$ cat config.mk
export PLATFORM = sky130hd
export DESIGN_NAME = jt6295_ctrl
export DESIGN_NICKNAME = d
export VERILOG_FILES = /design/src/rtl/jt6295_pkg.sv /design/src/rtl/jt6295_ctrl.sv
export SDC_FILE = /design/constraint.sdc
export NUM_CORES = 1
export LEC_CHECK = 0
export BUFFER_PORTS_ARGS = -buffer_cell sky130_fd_sc_hd__buf_4
export CAP_MARGIN = 25
export CORE_MARGIN = 2
export CORE_UTILIZATION = 45
export CTS_CLUSTER_DIAMETER = 100
export DETAILED_ROUTE_END_ITERATION = 7
export PLACE_DENSITY_LB_ADDON = 0.3
export SYNTH_ARGS = -nofsm -noshare
export SYNTH_HDL_FRONTEND = slang
export SYNTH_SLANG_ARGS = --single-unit
$ cat constraint.sdc
create_clock -name clk -period 3.35 [get_ports clk]
set_clock_uncertainty 0.1 [all_clocks]
set_input_delay 0.1675 -clock clk [delete_from_list [all_inputs] [get_ports clk]]
set_output_delay 0.1675 -clock clk [all_outputs]
set_load 0.02 [all_outputs]
$ cat src/rtl/jt6295_pkg.sv
// Shared definitions for the jt6295 command controller: FSM encoding and
// phrase-table geometry.
package jt6295_pkg;

  typedef enum logic [1:0] {
    IDLE    = 2'd0,
    WAIT_CH = 2'd1,
    FETCH   = 2'd2,
    ISSUE   = 2'd3
  } ctrl_state_t;

  // Each phrase-table entry occupies 8 bytes; only the first six are read.
  localparam logic [17:0] ENTRY_BYTES = 18'd8;
  localparam logic [2:0]  LAST_IDX    = 3'd5;

  function automatic logic [17:0] entry_addr(input logic [6:0] phrase,
                                             input logic [2:0] idx);
    return ({11'd0, phrase} * ENTRY_BYTES) + {15'd0, idx};
  endfunction

endpackage

$ cat src/rtl/jt6295_ctrl.sv
// jt6295 CPU command decoder: phrase/channel writes, phrase-table fetch,
// per-channel start/stop pulses and the status byte.
module jt6295_ctrl
  import jt6295_pkg::*;
(
  input  logic        clk,
  input  logic        rst_n,
  input  logic        wrn,
  input  logic [7:0]  din,
  output logic [7:0]  dout,
  input  logic [3:0]  busy,
  output logic [17:0] start_addr,
  output logic [17:0] stop_addr,
  output logic [3:0]  att,
  output logic [3:0]  start,
  output logic [3:0]  stop,
  output logic [17:0] rom_addr,
  output logic        rom_cs,
  input  logic [7:0]  rom_data,
  input  logic        rom_ok
);

  ctrl_state_t state_r, state_s;
  logic [2:0]  idx_r, idx_s;
  logic [6:0]  phrase_r, phrase_s;
  logic [3:0]  mask_r, mask_s;
  logic [3:0]  att_pend_r, att_pend_s;
  logic        hold_r, hold_s;
  logic        got_r, got_s;
  logic [17:0] sa_r, sa_s;
  logic [9:0]  ea_r, ea_s;
  logic [17:0] addr_s, saddr_s, eaddr_s;
  logic        cs_s;
  logic [3:0]  att_s, start_s, stop_s;
  logic        wr_s;

  assign wr_s = ~wrn;

  // Next-state and next-output logic
  always_comb begin
    state_s    = state_r;
    idx_s      = idx_r;
    phrase_s   = phrase_r;
    mask_s     = mask_r;
    att_pend_s = att_pend_r;
    hold_s     = hold_r;
    got_s      = got_r;
    sa_s       = sa_r;
    ea_s       = ea_r;
    addr_s     = rom_addr;
    cs_s       = rom_cs;
    saddr_s    = start_addr;
    eaddr_s    = stop_addr;
    att_s      = att;
    start_s    = 4'd0;
    // Stop commands act in every state except WAIT_CH, where the byte is a channel write.
    stop_s     = (wr_s && !din[7] && (state_r != WAIT_CH)) ? din[6:3] : 4'd0;
    case (state_r)
      IDLE: begin
        if (wr_s && din[7]) begin
          phrase_s = din[6:0];
          state_s  = WAIT_CH;
        end else begin
          state_s  = IDLE;
        end
      end
      WAIT_CH: begin
        if (wr_s) begin
          mask_s     = din[7:4];
          att_pend_s = din[3:0];
          if (phrase_r == 7'd0) begin
            state_s = IDLE;
          end else begin
            state_s = FETCH;
            idx_s   = 3'd0;
            addr_s  = entry_addr(phrase_r, 3'd0);
            cs_s    = 1'b1;
            hold_s  = 1'b1;
            got_s   = 1'b0;
          end
        end else begin
          state_s = WAIT_CH;
        end
      end
      FETCH: begin
        // hold_r masks rom_ok on the cycle the address moves; got_r is the advance cycle.
        if (hold_r) begin
          hold_s = 1'b0;
        end else if (got_r) begin
          idx_s  = idx_r + 3'd1;
          addr_s = entry_addr(phrase_r, idx_r + 3'd1);
          hold_s = 1'b1;
          got_s  = 1'b0;
        end else if (rom_ok) begin
          got_s = 1'b1;
          case (idx_r)
            3'd0:    sa_s[17:16] = rom_data[1:0];
            3'd1:    sa_s[15:8]  = rom_data;
            3'd2:    sa_s[7:0]   = rom_data;
            3'd3:    ea_s[9:8]   = rom_data[1:0];
            3'd4:    ea_s[7:0]   = rom_data;
            default: begin
              got_s   = 1'b0;
              state_s = ISSUE;
              cs_s    = 1'b0;
              idx_s   = 3'd0;
              saddr_s = sa_r;
              eaddr_s = {ea_r, rom_data};
              att_s   = att_pend_r;
            end
          endcase
        end else begin
          got_s = 1'b0;
        end
      end
      ISSUE: begin
        start_s = mask_r & ~busy;
        state_s = IDLE;
      end
      default: begin
        state_s = IDLE;
      end
    endcase
  end

  // FSM state register
  always_ff @(posedge clk) begin
    if (!rst_n) begin
      state_r <= IDLE;
    end else begin
      state_r <= state_s;
    end
  end

  // Command context, fetch bookkeeping and registered outputs
  always_ff @(posedge clk) begin
    if (!rst_n) begin
      idx_r      <= 3'd0;
      phrase_r   <= 7'd0;
      mask_r     <= 4'd0;
      att_pend_r <= 4'd0;
      hold_r     <= 1'b0;
      got_r      <= 1'b0;
      sa_r       <= 18'd0;
      ea_r       <= 10'd0;
      rom_addr   <= 18'd0;
      rom_cs     <= 1'b0;
      start_addr <= 18'd0;
      stop_addr  <= 18'd0;
      att        <= 4'd0;
      start      <= 4'd0;
      stop       <= 4'd0;
    end else begin
      idx_r      <= idx_s;
      phrase_r   <= phrase_s;
      mask_r     <= mask_s;
      att_pend_r <= att_pend_s;
      hold_r     <= hold_s;
      got_r      <= got_s;
      sa_r       <= sa_s;
      ea_r       <= ea_s;
      rom_addr   <= addr_s;
      rom_cs     <= cs_s;
      start_addr <= saddr_s;
      stop_addr  <= eaddr_s;
      att        <= att_s;
      start      <= start_s;
      stop       <= stop_s;
    end
  end

  // Status readback
  always_ff @(posedge clk) begin
    if (!rst_n) begin
      dout <= 8'd0;
    end else begin
      dout <= {4'b0000, busy};
    end
  end

endmodule

==> results by stage, run 1 <==
Floorplanning:
- The initial core utilization is 46.1%.
- The region available for standard cell placement spans 9200 um^2.
- The vertical die dimension is 101 um.
- The die is 101 um wide.
- Pin placement for this block handled 99 I/O pins.
- The initialized floorplan defines 35 standard-cell rows.
- The area of the die is 10200 um^2.

Yosys:
- Each instance of the synthesized netlist takes up on average 10.3 um^2.
- The post-synthesis register bit count is 113.
- The post-synthesis compound-gate area fraction is 3.72%.
- Of the synthesized area, sequential elements account for 53.4%.
- The share of synthesized area in the top cell type comes to 53.4%.
- For this run, the number of Yosys warnings is 0.
- The count of unique library cells instantiated by Yosys is 38.
- After Yosys synthesis, and, or, nand and nor cells account for 15.0% of the synthesized area.
- By instance count, the leading cell after synthesis is sky130_fd_sc_hd__dfxtp_1.
- The number of enable-type register cells in the synthesized netlist is 0.
- Of the total synthesized cell area, the portion taken by XOR and XNOR cells is 0%.
- Ranked by instance count, the synthesized netlist is headed by sky130_fd_sc_hd__dfxtp_1, sky130_fd_sc_hd__mux2i_1, sky130_fd_sc_hd__nor2_1.
- The most area-hungry cell type in the Yosys netlist is sky130_fd_sc_hd__dfxtp_1.
- After Yosys synthesis, full adders, half adders and majority gates account for 1.48% of the synthesized area.
- After synthesis, the largest family of logic cells by area is multiplexers.
- The dominant synthesized flop cell is sky130_fd_sc_hd__dfxtp_1.
- By area the synthesized netlist is led by sky130_fd_sc_hd__dfxtp_1, sky130_fd_sc_hd__mux2i_1, sky130_fd_sc_hd__nor2_1.
- The mapped netlist covers 4240 um^2.
- The cell count after synthesis came out at 410.
- After synthesis, the share of cell area in mux cells is 21.5%.
- Of all flip-flops after synthesis, the portion carrying an async set or reset was 0%.

Clocking:
- The cell sitting at the root of the clock tree is a sky130_fd_sc_hd__clkbuf_8.
- The total of cells resized after clock tree synthesis is 0.
- The clock passes through at most 2 buffers.
- Clock-pin slew was measured on the worst setup and hold paths at 60 ps.
- In this run the post-CTS setup repair buffer count came out at 0.
- The sink count of the clock tree is 113.
- The clock reaches the later pin of the worst-skew pair after 500 ps.
- Buffers inserted during clock tree synthesis total 17.
- The number of hold buffers added after CTS was 26.
- In this run the number of H-tree levels came out at 4.
- TritonCTS built the clock tree.

Global route:
- The met3 track utilization from global routing is 5.55%.
- Global routing consumed, on the met1 layer, 22.7% of the routing resources.
- The wire length of the first global-routing pass is 14800 um.
- The maximum number of pins on one net before global-route repair is 90.
- The number of global-route vias before repair is 3059.
- The total track usage is 18.7%.
- The initial antenna violation count was 0.
- For this run the aggregate overflow at the end of global routing stands at 0.
- The global routing stage identified its most utilized layer as met2.
- For this run, global-route usage on met2 was measured as 30.8%.

Power and ir drop:
- Total power for the finished layout comes to 3.33 mW.
- The maximum vdd drop is 0.000336 V.
- The static leakage is 2.88 nW.
- In this run the power density over the cells is 574 nW/um^2.

STA:
- After layout, the worst path uses 75.7% of the clock period.
- The number of pins exceeding their max-slew limit in the final report is 0.
- Headroom to the max-slew limit came out at 32.3%.
- The minimum clock period after layout is 2530 ps.
- For the pin with the worst max-slew slack, the measured transition is 990 ps.
- For the final routed database, the setup TNS stands at 0 ps.
- The worst hold slack is 33.5 ps.
- Setup violations remaining at the end of the flow were counted as 0.
- Static timing analysis puts the maximum clock frequency at 395 MHz.
- Setup repair after global routing left no endpoint under its margin.
- The final-report hold violation count came to 0.

Place:
- The HPWL after detailed placement is 5890 um.
- The post-placement cell area is 4930 um^2.
- During placement, the flow inserted port buffers numbering 86.
- The routability-driven placement congestion ratio is 0.789.

Critical path:
- The element type at the critical path start is a flop.
- The arrival time at the worst endpoint is 2780 ps.
- The maximum net fanout on the critical path is 34.
- The depth of the worst register-to-register path is 7.
- The start-to-end type of the worst setup path is reg2reg.
- Walking the worst path, the cells encountered are inv_1 > ha_1 > o21bai_1 > o2111ai_4 > buf_4 > mux2i_1 > nor2_1.
- The origin of the critical flop-to-flop path is idx_r[1].
- The worst reg2reg path endpoint is stop_addr[15].
- In this design, the stage delay of the slowest critical-path cell is 520 ps.
- The category of the worst setup path capture point is a flop.
- The slowest stage of the critical path belongs to the cell sky130_fd_sc_hd__dfxtp_1.
- At the worst endpoint, the required time is 3600 ps.
- The setup check on the worst reg-to-reg path leaves a slack of 820 ps.

Cells and area:
- From synthesis to final layout, the design area changed by 36.8%.
- The net count of the finished layout is 552.
- The fraction of final layout cells with drive strength greater than 1 is 24.4%.
- The final design instance area without fill is 5790 um^2.
- The total inserted antenna cells is 0.
- The final standard cell utilization of the core is 63.0%.

Detailed routing:
- The first detailed-routing pass took 6 iterations.
- The via total after detailed routing is 3180.
- The total length of routed wires is 9220 um.
- The number of DRC markers in iteration 0 is 121.
- In the routed design, unresolved DRC markers number 0.
- The detail route stage leaves a number of antenna-violating nets equal to 0.
- Dividing the detail-routed wire length by the instance count gives 14.2 um.
- Using the TritonRoute via totals, the vias-per-cell ratio works out to 4.91.

Hold path:
- The hold-critical path depth is 4.
- The min-delay analysis places its worst path in the category in2reg.
- The startpoint identified for the worst hold timing path is rom_ok.
- The end of the worst hold path is got_r.

Outcome:
- The flow ran to the end, and the final reports show no timing, DRC or antenna violations.

Job:
- The count of max-cap constraint violations is 0.
-- kinds of logic after synthesis --
group / count (synthesis)
AND/OR/NAND/NOR: 142
flip-flops: 113
multiplexers: 91
buffers and inverters: 38
AO/OA/AOI/OAI: 20
adder cells (fa/ha/maj): 5
other: 1
-- flip-flops by register name, summed over array words and instances (netlist names), 3 cells and up, named ones only --
register and flops:
att_pend_r 4, dout 4, sa_r 18, start_addr 18
ea_r 10, att 4, rom_addr 10, stop_addr 18
stop 4, mask_r 4, phrase_r 7, idx_r 3
start 4
-- worst max-delay path, delay by kind of cell (launching register included) --
family | cells | cell delay, ps
AO/OA/AOI/OAI | 2 | 630
adder cells (fa/ha/maj) | 1 | 240
multiplexers | 1 | 250
AND/OR/NAND/NOR | 1 | 70
buffers and inverters | 2 | 540
flip-flops | 1 | 520
-- final cells by class --
cell class                      count  area [um^2]
Clock buffer                       18          428
Inverter                            6         22.5
Sequential cell                   113         2260
Multi-Input combinational cell    270         1830
Tap cell                          111          139
Timing Repair Buffer              115          928
Fill cell                         750         3400
Clock inverter                     14          179
-- stage by stage --
step / setup slack [ps] / instances
after detailed placement: 916 / 589
final: 816 / 647
after floorplan: 1510 / 421
after global routing: 671 / 647
after global placement: 1100 / 589
after CTS: 839 / 647
-- cell usage in the layout, fill, tap and decap left out, drive strengths merged, types with 2 or more instances in the layout --
cell / n
inv: 10
clkbuf: 18
nand2: 21
o21ai: 4
dlygate4sd3: 26
clkinvlp: 3
nor3b: 7
nand3: 5
clkinv: 4
and2: 9
ha: 5
dfxtp: 113
bufinv: 3
a21oi: 5
nor2: 90
buf: 89
a31oi: 2
conb: 12
mux2i: 91
nor2b: 3
-- power by group --
| part | switching (mW) | leakage [nW] | internal [mW] |
|---|---|---|---|
| clock | 0.651 | 0.289 | 1.16 |
| sequential | 0.0102 | 0.913 | 1.36 |
| combinational | 0.0806 | 1.67 | 0.0659 |
| total | 0.742 | 2.88 | 2.59 |
-- how the worst max path moves through the flow --
stage | slack, ps | from | endpoint | cells after the start
floorplan | 1510 | phrase_r[2] | rom_addr[3] | 5
global placement | 1100 | idx_r[1] | stop_addr[13] | 7
detailed placement | 920 | idx_r[1] | stop_addr[15] | 7
CTS | 840 | idx_r[1] | start_addr[0] | 7
global route | 670 | idx_r[1] | stop_addr[15] | 7
finish | 820 | idx_r[1] | stop_addr[15] | 7
-- layer usage --
| metal | vias to the layer above | wire length, um |
|---|---|---|
| li1 | 1585 | - |
| met1 | 1507 | 4120 |
| met2 | 78 | 4570 |
| met3 | 10 | 390 |
| met4 | 0 | 137 |
| met5 | - | 0 |
No activity file was read; power rests on OpenSTA's default activity.
==> run 2, diff against run 1 <==
--- a/config.mk
+++ b/config.mk
@@ -5,6 +5,7 @@
 export SDC_FILE = /design/constraint.sdc
 export NUM_CORES = 1
 export LEC_CHECK = 0
+export ABC_AREA = 1
 export BUFFER_PORTS_ARGS = -buffer_cell sky130_fd_sc_hd__buf_4
 export CAP_MARGIN = 25
 export CORE_MARGIN = 2
==> constraint.sdc (replaced) <==
create_clock -name clk -period 2.5 [get_ports clk]
set_clock_uncertainty 0.1 [all_clocks]
set_input_delay 0.125 -clock clk [delete_from_list [all_inputs] [get_ports clk]]
set_output_delay 0.125 -clock clk [all_outputs]
set_load 0.02 [all_outputs]
==> run 2 against run 1 <==
Total power is 34% higher. Sequential power is 36% higher. Non-clock buffer count is 1 lower. Core utilization is 0.95 points lower. Die area is 0.85% higher. Via count is 20% higher. Routed wire length is 12% higher. Hold slack better by 65 ps.
==> results by stage, run 2 <==
Floorplanning:
- The area of the core is 9240 um^2 (was 9200 um^2).
- The vertical die dimension is 101 um (about the same).
- The area of the die is 10300 um^2 (was 10200 um^2).
- The die span in x is 101 um (about the same).
- The standard-cell row count is 35 (unchanged).
- The initial core utilization came to 46.2% (was 46.1%).
- The number of ports placed on the die boundary is 99 (unchanged).

Cells and area:
- The fill cell total of the finished layout was 780 (was 750).
- The total inserted antenna cells came to 0 (unchanged).
- The final design instance area without fill is 5730 um^2 (was 5790 um^2).
- Largest regs: sa_r x18, start_addr x18, stop_addr x18 (unchanged).
- The fraction of final layout cells with drive strength greater than 1 is 21.3% (was 24.4%).
- Commonest cells after routing, fill and taps aside: sky130_fd_sc_hd__nor2_1, sky130_fd_sc_hd__dfxtp_1, sky130_fd_sc_hd__buf_4, sky130_fd_sc_hd__o21ai_0, sky130_fd_sc_hd__nand2_1 (was sky130_fd_sc_hd__dfxtp_1, sky130_fd_sc_hd__mux2i_1, sky130_fd_sc_hd__nor2_1, sky130_fd_sc_hd__buf_4, sky130_fd_sc_hd__dlygate4sd3_1).
- The commonest non-fill, non-tap cell in the layout was sky130_fd_sc_hd__nor2_1 (was sky130_fd_sc_hd__dfxtp_1).
- The area overhead of the layout relative to synthesis was 34.2% (was 36.8%).
- The count of non-filler cells in the finished layout is 786 (was 647).
- The final net count is 673 (was 552).
- The total area of multi-input combinational cells is 1680 um^2 (was 1830 um^2).
- The register area was 2260 um^2 (unchanged).

Clocking:
- The clock slew seen by the registers of the worst setup and hold paths is 60 ps (about the same).
- The number of clock buffers inserted by TritonCTS is 17 (unchanged).
- The number of H-tree levels is 4 (unchanged).
- The number of buffers on the longest clock path is 2 (unchanged).
- The total of cells resized after clock tree synthesis is 0 (unchanged).
- The CTS tree is yes (unchanged).
- The later-pin clock latency in the skew report was 510 ps (was 500 ps).
- The sink count of the clock tree is 113 (unchanged).
- The library cell used as clock root buffer is sky130_fd_sc_hd__clkbuf_8 (unchanged).

Critical path:
- The element type at the critical path start is a flop (unchanged).
- The endpoint required time on the critical path is 2790 ps (was 3600 ps).
- The largest stage delay on the critical path is 380 ps (was 520 ps).
- The origin of the critical flop-to-flop path is idx_r[1] (unchanged).
- The count of cell instances traversed by the critical path is 8 (was 7).
- The arrival time at the worst endpoint came to 2420 ps (was 2780 ps).
- Critical Path, Cell by Cell: inv_1 > ha_1 > nand2_1 > nand2_1 > nor2_4 > inv_2 > nor2_1 > nor2_1 (was inv_1 > ha_1 > o21bai_1 > o2111ai_4 > buf_4 > mux2i_1 > nor2_1).
- The category of the worst setup path capture point is a flop (unchanged).
- The maximum net fanout on the critical path is 40 (was 34).
- The count of buffering cells on the critical path with inverters included was 2 (unchanged).
- The cell family contributing the most delay on the critical path is simple AND/OR/NAND/NOR gates (was compound AO/OA/AOI/OAI gates).
- The start-to-end type of the worst setup path is reg2reg (unchanged).
- The slowest library cell on the worst path is sky130_fd_sc_hd__dfxtp_1 (unchanged).
- The worst reg2reg path endpoint is stop_addr[17] (was stop_addr[15]).
- The launching element of the worst setup path is idx_r[1] (unchanged).
- The depth of the worst register-to-register path is 8 (was 7).
- The worst setup path endpoint was stop_addr[17] (was stop_addr[15]).
- The register-to-register setup slack is 370 ps (was 820 ps).

Detailed routing:
- The detailed-routing wirelength on met1 is 4540 um (was 4120 um).
- The remaining antenna violation count after routing was 0 (unchanged).
- The via total after detailed routing is 3805 (was 3180).
- The routed via count divided by cell count is 4.84 (was 4.91).
- The total length of routed wires is 10300 um (was 9220 um).
- The wire length on met2 came to 5010 um (was 4570 um).
- The number of DRC markers in iteration 0 is 212 (was 121).
- The remaining design rule violation count is 0 (unchanged).
- The routed length per instance is 13.1 um (was 14.2 um).
- The met3 routed wirelength came to 537 um (was 390 um).
- The iteration count of the initial detailed-routing pass is 5 (was 6).
- The highest metal layer with signal wires is met4 (unchanged).

Yosys:
- The synthesized area per cell is 7.97 um^2 (was 10.3 um^2).
- The number of warnings reported in the yosys synthesis log came to 0 (unchanged).
- The count of unique library cells instantiated by Yosys is 33 (was 38).
- The share of synthesized flip-flops with an asynchronous set or reset was 0% (unchanged).
- The number of enable-type register cells in the synthesized netlist is 0 (unchanged).
- The register area share after synthesis is 52.9% (was 53.4%).
- The fraction of synthesized cell area taken by the top area cell type came to 52.9% (was 53.4%).
- The post-synthesis register bit count was 113 (unchanged).
- The dominant synthesized flop cell is sky130_fd_sc_hd__dfxtp_1 (unchanged).
- Cell types occupying the most area after synthesis: sky130_fd_sc_hd__dfxtp_1, sky130_fd_sc_hd__nor2_1, sky130_fd_sc_hd__o21ai_0 (was sky130_fd_sc_hd__dfxtp_1, sky130_fd_sc_hd__mux2i_1, sky130_fd_sc_hd__nor2_1).
- Cell types with the highest counts after synthesis: sky130_fd_sc_hd__nor2_1, sky130_fd_sc_hd__dfxtp_1, sky130_fd_sc_hd__o21ai_0 (was sky130_fd_sc_hd__dfxtp_1, sky130_fd_sc_hd__mux2i_1, sky130_fd_sc_hd__nor2_1).
- The most area-hungry cell type in the Yosys netlist is sky130_fd_sc_hd__dfxtp_1 (unchanged).
- The count of mapped cells out of synthesis is 536 (was 410).
- The cell area after synthesis was 4270 um^2 (was 4240 um^2).
- The most repeated cell in the gate-level netlist after synthesis is sky130_fd_sc_hd__nor2_1 (was sky130_fd_sc_hd__dfxtp_1).

Global route:
- The initial antenna violation count is 0 (unchanged).
- The total congestion overflow after global routing was 0 (unchanged).
- The total track usage was 20.8% (was 18.7%).
- The wire length of the first global-routing pass came to 16800 um (was 14800 um).
- The maximum number of pins on one net before global-route repair was 89 (was 90).
- The number of global-route vias before repair is 3632 (was 3059).

STA:
- The maximum clock frequency is 470 MHz (was 395 MHz).
- Unrepaired setup endpoints after global routing: false (unchanged).
- The final-report hold violation count came to 0 (unchanged).
- The share of the cycle needed by the critical path after routing is 85.1% (was 75.7%).
- The final setup violation count came to 0 (unchanged).
- The remaining max-slew budget at the tightest pin is 52.6% (was 32.3%).
- The number of pins exceeding their max-slew limit in the final report is 0 (unchanged).
- The transition at the pin with the smallest max-transition slack came to 711 ps (was 990 ps).
- The minimum clock period after layout came to 2130 ps (was 2530 ps).
- The post-route setup TNS is 0 ps (unchanged).

Power and ir drop:
- The combinational cell fraction of total power is 6.6% (was 4.4%).
- The maximum vdd drop is 0.000528 V (was 0.000336 V).
- The static leakage is 2.65 nW (was 2.88 nW).
- The power density over cell area is 780 nW/um^2 (was 574 nW/um^2).
- The clock power share is 51.6% (was 54.5%).
- The power dissipated by switching net loads came to 1.09 mW (was 742 uW).
- The power share of the sequential group was 41.8% (was 41.1%).
- The proportion of total power due to net switching came to 24.4% (was 22.3%).
- The internal portion of total power is 3.38 mW (was 2.59 mW).

Place:
- The post-placement cell area is 4910 um^2 (was 4930 um^2).
- The number of buffer cells added on primary ports is 86 (unchanged).
- The placed cell count is 729 (was 589).
- The HPWL after detailed placement is 6380 um (was 5890 um).
- The routability-driven placement congestion ratio is 0.818 (was 0.789).

Hold path:
- The path class of the lowest-slack min-delay path is in2reg (unchanged).

Job:
- The count of max-cap constraint violations is 0 (unchanged).

Outcome:
- Outcome: finished, final reports clean (unchanged).
-- run 2: cell types whose count changed after synthesis, sizes merged, moves of 9 or more --
cell,before,now
mux2i,91,0
o21ai,4,77
nor2,90,146
nand2,21,54
inv,6,37
a21oi,5,32
nand3,5,16
and2,9,0
-- run 2: final cells by class --
type / count / area share [%]
clock buffer: 17 / 7.22
clock inverter: 15 / 2.71
timing repair buffer: 114 / 16.0
multi-input combinational: 361 / 29.3
tap: 129 / 2.82
sequential: 113 / 39.5
inverter: 37 / 2.47
-- run 2: worst min path at each step --
stage / from / to / slack [ps] / cells past startpoint
finish: rst_n / dout[1] / 100 / 3
global route: rst_n / dout[0] / 130 / 3
CTS: rst_n / dout[3] / 80 / 3
detailed placement: busy[1] / start[1] / 200 / 2
global placement: busy[1] / start[1] / 200 / 2
floorplan: busy[1] / start[1] / 100 / 1
-- run 2: metal layers --
metal	GRT usage (%)	vias up
met5	0	-
met4	8.32	0
met3	5.11	20
met2	35.2	114
met1	25.5	1753
li1	-	1918
-- run 2: logic make-up (layout without fill, tap and decap cells) --
family                   after synthesis  in the layout  synth area share [%]
adder cells (fa/ha/maj)                5              5                  1.46
AO/OA/AOI/OAI                        110            110                  13.1
buffers and inverters                 73            183                  8.70
AND/OR/NAND/NOR                      234            234                  23.7
other                                  1             12                0.0878
flip-flops                           113            113                  52.9
-- run 2: what timing repair did --
item | 4_1_cts | 5_1_grt
hold endpoints to repair | 66 | 0
hold buffers | 25 | 0
setup buffers | 0 | 0
endpoints found under the setup margin | 0 | 0
-- run 2: tightest hold or removal path: cells and delay by family --
| family | cells | cell delay [ps] |
|---|---|---|
| buffers and inverters | 2 | 350 |
| AND/OR/NAND/NOR | 1 | 150 |
-- run 2: power by group through the flow --
stage	sequential [mW]	combinational, mW	clock [mW]
after floorplan	1.92	0.175	0
after global placement	1.91	0.257	0
after detailed placement	1.91	0.261	0
after CTS	1.87	0.294	2.33
after global routing	1.87	0.327	2.43
final	1.87	0.296	2.31
-- run 2: through the flow --
stage | total power [mW] | hold slack (ps) | worst slack, ps | utilization (%)
final | 4.47 | 98.8 | 372 | 62.0
after global routing | 4.63 | 127 | 141 | 62.0
after detailed placement | 2.17 | 200 | 413 | 53.2
after global placement | 2.16 | 201 | 549 | 53.2
after CTS | 4.49 | 77.0 | 359 | 62.0
after floorplan | 2.09 | 101 | 966 | -
